`src/rtl/mem_arbiter.sv`:
```
// mem_arbiter: boot-aware arbiter that shares one single-port block RAM between the
// UART loader (P0), core data (P1) and core fetch (P2). `define ARB_STATS_EN adds stat counters.
module mem_arbiter #(
   parameter int ADDR_W     = 15,
   parameter int RD_LAT     = 1,
   parameter int STARVE_MAX = 4
) (
   input  logic              clk,
   input  logic              rstn,
   input  logic              load_done,
   output logic              boot,

   input  logic              p0_req,
   input  logic              p0_we,
   input  logic [31:0]       p0_addr,
   input  logic [31:0]       p0_wdata,
   output logic              p0_gnt,
   output logic              p0_rvalid,
   output logic [31:0]       p0_rdata,

   input  logic              p1_req,
   input  logic              p1_we,
   input  logic [31:0]       p1_addr,
   input  logic [31:0]       p1_wdata,
   output logic              p1_gnt,
   output logic              p1_rvalid,
   output logic [31:0]       p1_rdata,

   input  logic              p2_req,
   input  logic              p2_we,
   input  logic [31:0]       p2_addr,
   input  logic [31:0]       p2_wdata,
   output logic              p2_gnt,
   output logic              p2_rvalid,
   output logic [31:0]       p2_rdata,

   output logic              ram_en,
   output logic              ram_we,
   output logic [ADDR_W-1:0] ram_addr,
   output logic [31:0]       ram_wdata,
   input  logic [31:0]       ram_rdata
`ifdef ARB_STATS_EN
   ,
   output logic [31:0]       stat_gnt1,
   output logic [31:0]       stat_gnt2,
   output logic [31:0]       stat_stall2
`endif
);

   localparam logic MODE_BOOT = 1'b0;
   localparam logic MODE_RUN  = 1'b1;

   localparam int              SW         = (STARVE_MAX < 1) ? 1 : $clog2(STARVE_MAX + 1);
   localparam logic [SW-1:0]   STARVE_LIM = SW'(STARVE_MAX);

   logic            r_mode;
   logic [SW-1:0]   r_starve;
   logic [2:0]      r_tag [RD_LAT];

   logic [2:0]      w_gnt;
   logic            w_p2_prio;
   logic            w_rd_push;
   logic            w_unused;

   assign w_p2_prio = (r_starve == STARVE_LIM);

   // Grant is gated by rstn so an asserted reset silences the RAM port immediately.
   always_comb begin
      // NOTE: every signal driven here gets a default first, so no path can infer a latch.
      w_gnt     = 3'b000;
      ram_en    = 1'b0;
      ram_we    = 1'b0;
      ram_addr  = '0;
      ram_wdata = '0;

      if (rstn) begin
         if (r_mode == MODE_BOOT) begin
            if (p0_req) w_gnt = 3'b001;
         end else if (p2_req && (!p1_req || w_p2_prio)) begin
            w_gnt = 3'b100;
         end else if (p1_req) begin
            w_gnt = 3'b010;
         end
      end

      if (w_gnt[0]) begin
         ram_en    = 1'b1;
         ram_we    = p0_we;
         ram_addr  = p0_addr[ADDR_W+1:2];
         ram_wdata = p0_wdata;
      end else if (w_gnt[1]) begin
         ram_en    = 1'b1;
         ram_we    = p1_we;
         ram_addr  = p1_addr[ADDR_W+1:2];
         ram_wdata = p1_wdata;
      end else if (w_gnt[2]) begin
         ram_en    = 1'b1;
         ram_addr  = p2_addr[ADDR_W+1:2];
      end
   end

   assign w_rd_push = ram_en & ~ram_we;

   // BOOT -> RUN once; RUN only leaves through reset.
   always_ff @(posedge clk or negedge rstn) begin
      // NOTE: state registers use non-blocking assignments so every flop samples pre-edge values.
      if (!rstn) begin
         r_mode <= MODE_BOOT;
      end else if (r_mode == MODE_BOOT && load_done) begin
         r_mode <= MODE_RUN;
      end
   end

   always_ff @(posedge clk or negedge rstn) begin
      if (!rstn) begin
         r_starve <= '0;
      end else if (w_gnt[2]) begin
         r_starve <= '0;
      end else if (p2_req && (r_starve != STARVE_LIM)) begin
         r_starve <= r_starve + SW'(1);
      end
   end

   // One-hot port tag per granted read, delayed RD_LAT cycles to line up with ram_rdata.
   always_ff @(posedge clk or negedge rstn) begin
      // NOTE: the tag pipeline is control state, so it is reset; an in-flight read must vanish on reset.
      if (!rstn) begin
         for (int i = 0; i < RD_LAT; i++) r_tag[i] <= 3'b000;
      end else begin
         r_tag[0] <= w_rd_push ? w_gnt : 3'b000;
         for (int i = 1; i < RD_LAT; i++) r_tag[i] <= r_tag[i-1];
      end
   end

   assign boot      = (r_mode == MODE_BOOT);

   assign p0_gnt    = w_gnt[0];
   assign p1_gnt    = w_gnt[1];
   assign p2_gnt    = w_gnt[2];

   assign p0_rvalid = r_tag[RD_LAT-1][0];
   assign p1_rvalid = r_tag[RD_LAT-1][1];
   assign p2_rvalid = r_tag[RD_LAT-1][2];

   assign p0_rdata  = ram_rdata;
   assign p1_rdata  = ram_rdata;
   assign p2_rdata  = ram_rdata;

   // Fetch is read-only and addresses above the RAM or below word granularity are dropped.
   assign w_unused  = ^{p2_we, p2_wdata,
                        p0_addr[31:ADDR_W+2], p0_addr[1:0],
                        p1_addr[31:ADDR_W+2], p1_addr[1:0],
                        p2_addr[31:ADDR_W+2], p2_addr[1:0]};

`ifdef ARB_STATS_EN
   logic [31:0] r_stat_gnt1;
   logic [31:0] r_stat_gnt2;
   logic [31:0] r_stat_stall2;

   always_ff @(posedge clk or negedge rstn) begin
      if (!rstn) begin
         r_stat_gnt1   <= '0;
         r_stat_gnt2   <= '0;
         r_stat_stall2 <= '0;
      end else begin
         if (w_gnt[1]) r_stat_gnt1 <= r_stat_gnt1 + 32'd1;
         if (w_gnt[2]) r_stat_gnt2 <= r_stat_gnt2 + 32'd1;
         if (p2_req && !w_gnt[2]) r_stat_stall2 <= r_stat_stall2 + 32'd1;
      end
   end

   assign stat_gnt1   = r_stat_gnt1;
   assign stat_gnt2   = r_stat_gnt2;
   assign stat_stall2 = r_stat_stall2;
`endif

endmodule

```
`config.mk`:
```
export PLATFORM = sky130hd
export DESIGN_NAME = mem_arbiter
export DESIGN_NICKNAME = d
export VERILOG_FILES = /design/src/rtl/mem_arbiter.sv
export SDC_FILE = /design/constraint.sdc
export NUM_CORES = 1
export LEC_CHECK = 0
export ABC_AREA = 1
export CAP_MARGIN = 20
export CELL_PAD_IN_SITES_DETAIL_PLACEMENT = 2
export CELL_PAD_IN_SITES_GLOBAL_PLACEMENT = 2
export CORE_AREA = 2 2 149 151
export CTS_CLUSTER_DIAMETER = 120
export DETAILED_ROUTE_END_ITERATION = 8
export DIE_AREA = 0 0 151 153
export DONT_BUFFER_PORTS = 1
export HOLD_SLACK_MARGIN = 0.02
export PLACE_DENSITY = 0.46
export REMOVE_ABC_BUFFERS = 1
export SYNTH_ARGS = -nofsm -noshare
export SYNTH_HDL_FRONTEND = slang
export SYNTH_SLANG_ARGS = --single-unit
```
`constraint.sdc`:
```
create_clock -name clk -period 2.27 [get_ports clk]
set_input_delay 0.3405 -clock clk [delete_from_list [all_inputs] [get_ports clk]]
set_output_delay 0.3405 -clock clk [all_outputs]
set_load 0.01 [all_outputs]
```
# --- Yosys cells after proc, flatten, opt, wreduce, memory -nomap -nowiden ---
# Index checks and enable logic that the tools add are counted.
# Widths: inputs -> output; s select.
word_totals:
  regBits: 7
  in_bits: 233
op_classes:
  mux: 18
  n_reduce_logical: 6
  addsub: 1
  bitwise: 3
  eq_ne: 2
ops:
  columns: ["operator", "n"]
  rows:
  - ["$mux 32", 2]
  - ["$mux 15", 3]
  - ["$mux 3", 6]
  - ["$mux 1", 6]
  - ["$add 3x1->3 const B", 1]
  - ["$eq 3x3->1 const B", 1]
  - ["$logic_and 1x1->1", 3]
  - ["$ne 3x3->1 const B", 1]
  - ["$mux 2", 1]
  - ["$not 1->1", 2]
  - ["$reduce_bool 2->1", 1]
  - ["$and 1x1->1", 1]
  - ["$logic_not 1->1", 1]
  - ["$logic_or 1x1->1", 1]

# --- Depth between registers and ports, before layout ---
logic_depth:
  ltp_word: 11
  ltp_mapped: 9

# --- Worst setup path after synthesis ---
# Ideal clock, no wire load.
synth_timing:
  kind: "register to output"
  from: "register r_starve[0]"
  to: "output ram_wdata[10]"
  arrival_time_ns: 1.252
  path_stages_with_launch: 9
  required_ns: 1.929
  path_buffers: 1
  slack_ns: 0.678
  path_cell_list: "dfrtp_1 inv_1 ha_1 nand2_1 nand2_4 nand2_4 nand2_4 buf_6 o21ai_2"
synth_between:
  elab_chain_len: 8
synth_lines:
  columns: ["element", "line_no", "text"]
  rows:
  - ["start: declaration", "57", "logic [SW-1:0] r_starve;"]
  - ["start signal: assignment", "120", "r_starve <= r_starve + SW'(1);"]
  - ["$eq 3x3->1 *", "65", "assign w_p2_prio = (r_starve == STARVE_LIM);"]
  - ["$logic_or 1x1->1 *", "79", "end else if (p2_req && (!p1_req || w_p2_prio)) begin"]
  - ["$logic_and 1x1->1 *", "79", null]
  - ["$mux 3 *", "79", null]
  - ["$mux 3 *", "77", "if (r_mode == MODE_BOOT) begin"]
  - ["$mux 3 *", "76", "if (rstn) begin"]
  - ["$mux 32", "91", "end else if (w_gnt[1]) begin"]
  - ["$mux 32 *", "86", "if (w_gnt[0]) begin"]
  - ["end: declaration", "40", "output logic [31:0] ram_wdata,"]
# Every way passes the cells marked *; elsewhere a longest branch is shown, timed or not.

# --- Worst setup path after layout ---
layout_timing:
  from: "register r_starve[0]"
  to: "output ram_wdata[30]"
# The elaborated chain is that of the path after synthesis.

==> reports/metrics.yaml <==
status: "finished clean"
worstPathArrival_ns: 1.73
multiInputGateArea_um2: 878
crit_path_end_kind: "output pin"
vias: 1783
period_needed_ns: 2.07
clockRootBuffer: "clkbuf_16"
vias_per_cell: 3.55
power.leakage_uw: 0.000793
synth_cell_types: 20
synth.area.top_cells: "buf_4, o21ai_2, nand2_1, dfrtp_1, nand3_1"
synth.top_cell.area_share: 0.363
wire_per_inst_um: 28.2
firstDrtPassIters: 4
clk_path_buf_depth: 2
hp-class: "input pin to flop"
final_cell_mix: "nand2_1, inv_1, nand3_1, o21ai_2, nand4_1"
fp.dieW_um: 151
dp_cells: 497
slew_headroom: 0.743
grt_pass1_vias: 1935
io_pins: 385
total_power_uw: 767
grt_usage: 0.114
post-route-drc-count: 0
htreeDepth: 1
yosys_warnings: 0
clock_skew_ns: 0.00105
tightest_slew_ns: 0.385
fp-row-count: 54
syn_avg_cell_area_um2: 6.48
critPathLaunchType: "flop"
die_h_um: 153
seqCellArea_um2: 175
yosys.area.top_type: "buf_4"
fillCellCount: 2614
ys_seq_area_frac: 0.0864
die_area_um2: 23100
ant_nets: 0
final_util: 0.0830
post-dp-hpwl_mm: 12.5
drt_first_iter_violations: 43
routed_wl_mm: 14.2
final.setup.tns_ns: 0
synth_seq_cells: 7
cap_violations: 0
cts_tree: "yes"
path_class: "flop to output pin"
fin_crit_sh: 0.910
grt_max_degree: 26
slew_viol_final: 0
clock.fmax_mhz: 484
hold_viol: 0
antenna_found_initial: 0
fin_cells: 502
cts_num_sinks: 7
worstPathRequired_ns: 1.93
cts_buffers: 3
overflow: 0
synthesis.area_um2: 2030
power_density_nw_per_um2: 430
drive_gt1_frac: 0.239
rsz0062_at_grt: "no"
n_antenna_cell: 0
mostFrequentLayoutCell: "nand2_1"
path_clk_slew_ns: 0.04
clk_latency_ns: 0.23
start_util: 0.0943
synth_cells: 313
ir_drop_mv: 0.129
nNetsFinal: 458
grt_pass1_wl_mm: 17.5
finalSetupViolations: 0
port_buffers: 0
critPathMaxFanout: 23
syn_to_final_growth_pct: -12.0
core_area_um2: 21500
gp_congestion: 0.689
==> per-layer routing <==
layer	vias to the layer above	part of all wire	global-route usage
met4	4	0.0032	0.00846
li1	702	-	-
met1	792	0.27	0.0924
met3	8	0.21	0.0988
met2	277	0.50	0.208
met5	-	0.0098	0.0630
==> cell families after synthesis <==
group / after synthesis / share of synthesized area
AOI/OAI and AO/OA: 33 / 0.133
and+or+nand+nor: 114 / 0.273
DFF: 7 / 0.0864
buffers and inverters: 155 / 0.487
xor gates and xnor gates: 2 / 0.00864
adders and majority gates: 2 / 0.0123
==> Yosys cell counts <==
master and count:
xor2_1 2, nor3_2 1, nand3_2 1, o21bai_2 1, o21ai_2 26, nand2_4 3
inv_1 45, nor2_4 1, buf_6 4, clkbuf_1 2, or2_2 1, o21ai_0 6
buf_2 6, nor2_1 3, nand4_1 15, nand3_1 34, ha_1 2, nand2_1 55
dfrtp_1 7, buf_4 98
==> what timing repair did <==
action	4_1_cts	5_1_grt
setup buffers	0	0
resized for setup	1	4
pin swaps	0	0
hold buffers	1	0
hold endpoints to repair	7	0
setup endpoints to repair	1	4
==> state kept, by name, summed over array words and instances (netlist names) <==
name	count
r_mode	1
r_starve	3
r_tag	3
==> critical path, cell delays in order, from the launching register on <==
cell,delay (ns)
dfrtp_1,0.37
inv_1,0.06
ha_1,0.18
nand2_1,0.12
nand2_4,0.07
nand2_4,0.09
nand2_8,0.14
buf_6,0.22
o21ai_2,0.22
==> cell type report <==
type,instances,share of cell area
multi-input combinational,151,0.492
tap,280,0.196
sequential,7,0.0982
inverter,45,0.0954
timing repair buffer,15,0.0736
clock buffer,4,0.0442
==> path summary, 6_finish.rpt <==
path / start / end / slack [ns] / cells after the start
max: r_starve[0]$_DFFE_PN0P_ / ram_wdata[30] / 0.20 / 8
min: p0_we / r_tag[0]$_DFF_PN0_ / 0.17 / 1
max reg2reg: r_starve[0]$_DFFE_PN0P_ / r_starve[0]$_DFFE_PN0P_ / 0.72 / 8
min reg2reg: r_mode$_DFFE_PN0P_ / r_mode$_DFFE_PN0P_ / 0.52 / 1
max in group asynchronous: rstn / r_starve[2]$_DFFE_PN0P_ / 1.53 / 1
min in group asynchronous: rstn / r_tag[2]$_DFF_PN0_ / 0.47 / 1
==> metrics by stage <==
step	area (um^2)	worst slack [ns]	hold slack (ns)
6_report	1780	0.204	0.173
3_5_place_dp	1680	0.248	0.0457
4_1_cts	1770	0.0134	0.171
3_3_place_gp	1680	0.310	0.0457
2_1_floorplan	1210	0.334	0.0449
5_1_grt	1780	0.0182	0.177
==> report_power, final <==
part / internal (uW) / switching [uW] / total [uW]
registers: 151 / 22.6 / 173
clock network: 234 / 68.3 / 302
logic: 96.3 / 196 / 292
total: 481 / 286 / 767
Note: power is estimated with default switching activity, not from simulation.
==> edit: new RTL, same settings <==
Set the parameter `RD_LAT` to 2 (it was 1).
--- a/src/rtl/mem_arbiter.sv
+++ b/src/rtl/mem_arbiter.sv
@@ -4,3 +4,3 @@
    parameter int ADDR_W     = 15,
-   parameter int RD_LAT     = 1,
+   parameter int RD_LAT     = 2,
    parameter int STARVE_MAX = 4
Function: changed (a bounded check fails within 4 cycles, from zero or initial values and one cycle with rstn low).
==> edit against the unedited design <==
First-iteration DRC count shrank 30%; die area is the same; final cell count grew 0.40%; core utilization grew 0.093 points; largest cell class unchanged; synthesized area grew 2.5%; total power grew 12%; wire length shrank 10%; design area grew 1.1%; setup slack lost 0.049 ns; sequential cell count grew 3; worst hold slack lost 0.0053 ns.
==> edit: results (changes against the unedited design) <==
Placement
The cell count after placement is 500 (+0.60%). The count of buffers inserted at the top-level ports was 0 (unchanged). The detailed placer's ending HPWL is 11100 um (-11%).

The final estimated routing congestion in global placement came to 0.735 (+6.7%).

Route
The number of DRC markers in iteration 0 is 30 (-30%). The total wire length was 12700 um (-10%). The vias after detailed routing is 1795 (+0.67%). The vias per cell is 3.56 (+0.27%). The first-pass detailed-route iteration total is 5 (+1).

Pwr
The leakage dissipation is 0.805 nW (+1.5%). The maximum resistive drop on vdd was 223 uV (+73%).

Finish
The filler cell count is 2631 (+0.65%). The fraction of layout cells with a size suffix above 1 is 18.8% (-5.1 points). The number of nets in the final layout was 461 (+0.66%).

In the final layout, the registers with the most flip-flops are r_starve x3, r_tag x3. The number of antenna diodes came to 0 (unchanged).

Logic synthesis
The total number of yosys warnings is 0 (unchanged). The async set-reset flop share out of synthesis is 100% (unchanged). After synthesis, the most frequently instantiated cells are 99 x sky130_fd_sc_hd__buf_4, 53 x sky130_fd_sc_hd__nand2_1, 43 x sky130_fd_sc_hd__inv_1, 34 x sky130_fd_sc_hd__nand3_1, 16 x sky130_fd_sc_hd__nand4_1. The sequential area share after synthesis is 12.0% (+3.4 points). The distinct cell type count after synthesis is 23 (+15%). In the synthesized netlist the dominant register cell turns out to be sky130_fd_sc_hd__dfrtp_1.

The average footprint of a synthesized cell is 6.54 sq um (+0.92%). After synthesis, the cell types taking the most area are sky130_fd_sc_hd__buf_4 36%, sky130_fd_sc_hd__dfrtp_1 12%, sky130_fd_sc_hd__nand2_1 9.6%.

Setup path
The endpoint arrival time on the critical path is 1.77 ns (+0.04 ns). The logic depth of the worst register-to-register path is 7 (-1). The worst register-to-register path begins at r_starve[0]$_DFFE_PN0P_. The maximum single-stage delay on the critical path came to 0.39 ns (+0.02 ns). The end of the critical path is ram_wdata[3]. The kind of cell with the highest combined delay on the critical path is simple AND/OR/NAND/NOR gates. The worst setup path is of the flop to output pin kind. The maximum net fanout on the critical path is 36 (+57%).

The worst reg-to-reg setup slack came to 0.85 ns (+0.13 ns).

Clock network
The clock latency of the later-clocked register in the worst-skew pair is 0.23 ns (about the same). The TritonCTS buffer count is 3 (unchanged). The maximum number of buffers from clock root to sink is 2 (unchanged). The clock-pin slew on the worst setup and hold paths was 0.04 ns (about the same).

Hold path
The tightest min-delay check is of the primary input to flop type. The source of the worst hold timing path is p1_we.

Global route
The total routing resource utilization after global routing came to 10.3% (-1.1 points). The via count of the first global-routing pass is 1935 (unchanged). The wire length of the first global-routing pass is 16200 um (-7.0%). The pin count of the biggest net entering global routing is 37 (+42%).

Timing
The clock tree skew after final layout was 0.00436 ns (+0.00332 ns). The transition at the pin with the smallest max-transition slack was 0.505 ns (+0.120 ns).

Outcome
The flow ran to the end, and the final reports show no timing, DRC or antenna violations.
edit: changes by cell type in the layout (fill, tap and decap cells not counted), moves of 2 or more:
cell / change
sky130_fd_sc_hd__o21ai_2: -12
sky130_fd_sc_hd__nand2_2: +2
sky130_fd_sc_hd__dfrtp_1: +3
sky130_fd_sc_hd__nand2_1: -2
sky130_fd_sc_hd__o21ai_1: +12
sky130_fd_sc_hd__inv_2: +3
edit: kinds of logic (layout without fill, tap and decap cells):
group	after synthesis	after routing	share of synthesized area, %
adder cells (fa/ha/maj)	2	2	1.20
flip-flops	10	10	12.0
AO/OA/AOI/OAI	33	33	10.8
buffers and inverters	156	62	47.8
AND/OR/NAND/NOR	116	116	27.8
XOR/XNOR	1	1	0.422
edit: repair_timing:
| action | 4_1_cts | 5_1_grt |
|---|---|---|
| hold buffers | 1 | 0 |
| gates resized for setup | 1 | 1 |
| hold endpoints to repair | 10 | 0 |
| endpoints found under the setup margin | 1 | 1 |
edit: report_power, final:
group | internal (W) | total, W | leakage [nW] | switching, W
registers | 0.000210 | 0.000239 | 0.128 | 0.0000287
logic | 0.000104 | 0.000319 | 0.640 | 0.000214
clock network | 0.000228 | 0.000303 | 0.0370 | 0.0000750
total | 0.000542 | 0.000860 | 0.805 | 0.000318
edit: worst min-delay path by stage:
| stage | depth (start not counted) | slack [ns] | end |
|---|---|---|---|
| 3_5_place_dp | 0 | 0.05 | r_starve[2]$_DFFE_PN0P_ |
| 6_report | 1 | 0.17 | r_tag[4]$_DFF_PN0_ |
| 5_1_grt | 1 | 0.16 | r_tag[4]$_DFF_PN0_ |
| 3_3_place_gp | 0 | 0.05 | r_starve[2]$_DFFE_PN0P_ |
| 2_1_floorplan | 0 | 0.04 | p0_rvalid$_DFF_PN0_ |
| 4_1_cts | 1 | 0.16 | r_tag[4]$_DFF_PN0_ |
edit: through the flow:
step	hold WS [ns]	utilization, %	cell area, sq um	total power [W]	setup slack [ns]
global route	0.165	8.40	1800	0.000931	0.0180
detailed placement	0.0463	7.96	1710	0.000561	0.278
finish	0.168	8.40	1800	0.000860	0.155
global placement	0.0463	7.96	1710	0.000549	0.332
CTS	0.165	8.40	1800	0.000880	0.118
floorplan	0.0449	-	1260	0.000462	0.374
edit: area by class of cell:
class / count / area share, %
multi-input cells: 152 / 46.7
well taps: 280 / 19.4
flip-flops and latches: 10 / 13.9
inverters: 46 / 9.57
repair buffers: 13 / 6.24
clock buffers: 3 / 4.16
edit: layer usage:
layer	up-vias	part of all wire, %	track usage, %
met3	8	22	9.49
li1	715	-	-
met2	266	47	17.7
met1	802	29	8.94
met4	4	0.10	0.757
met5	-	1.2	5.22
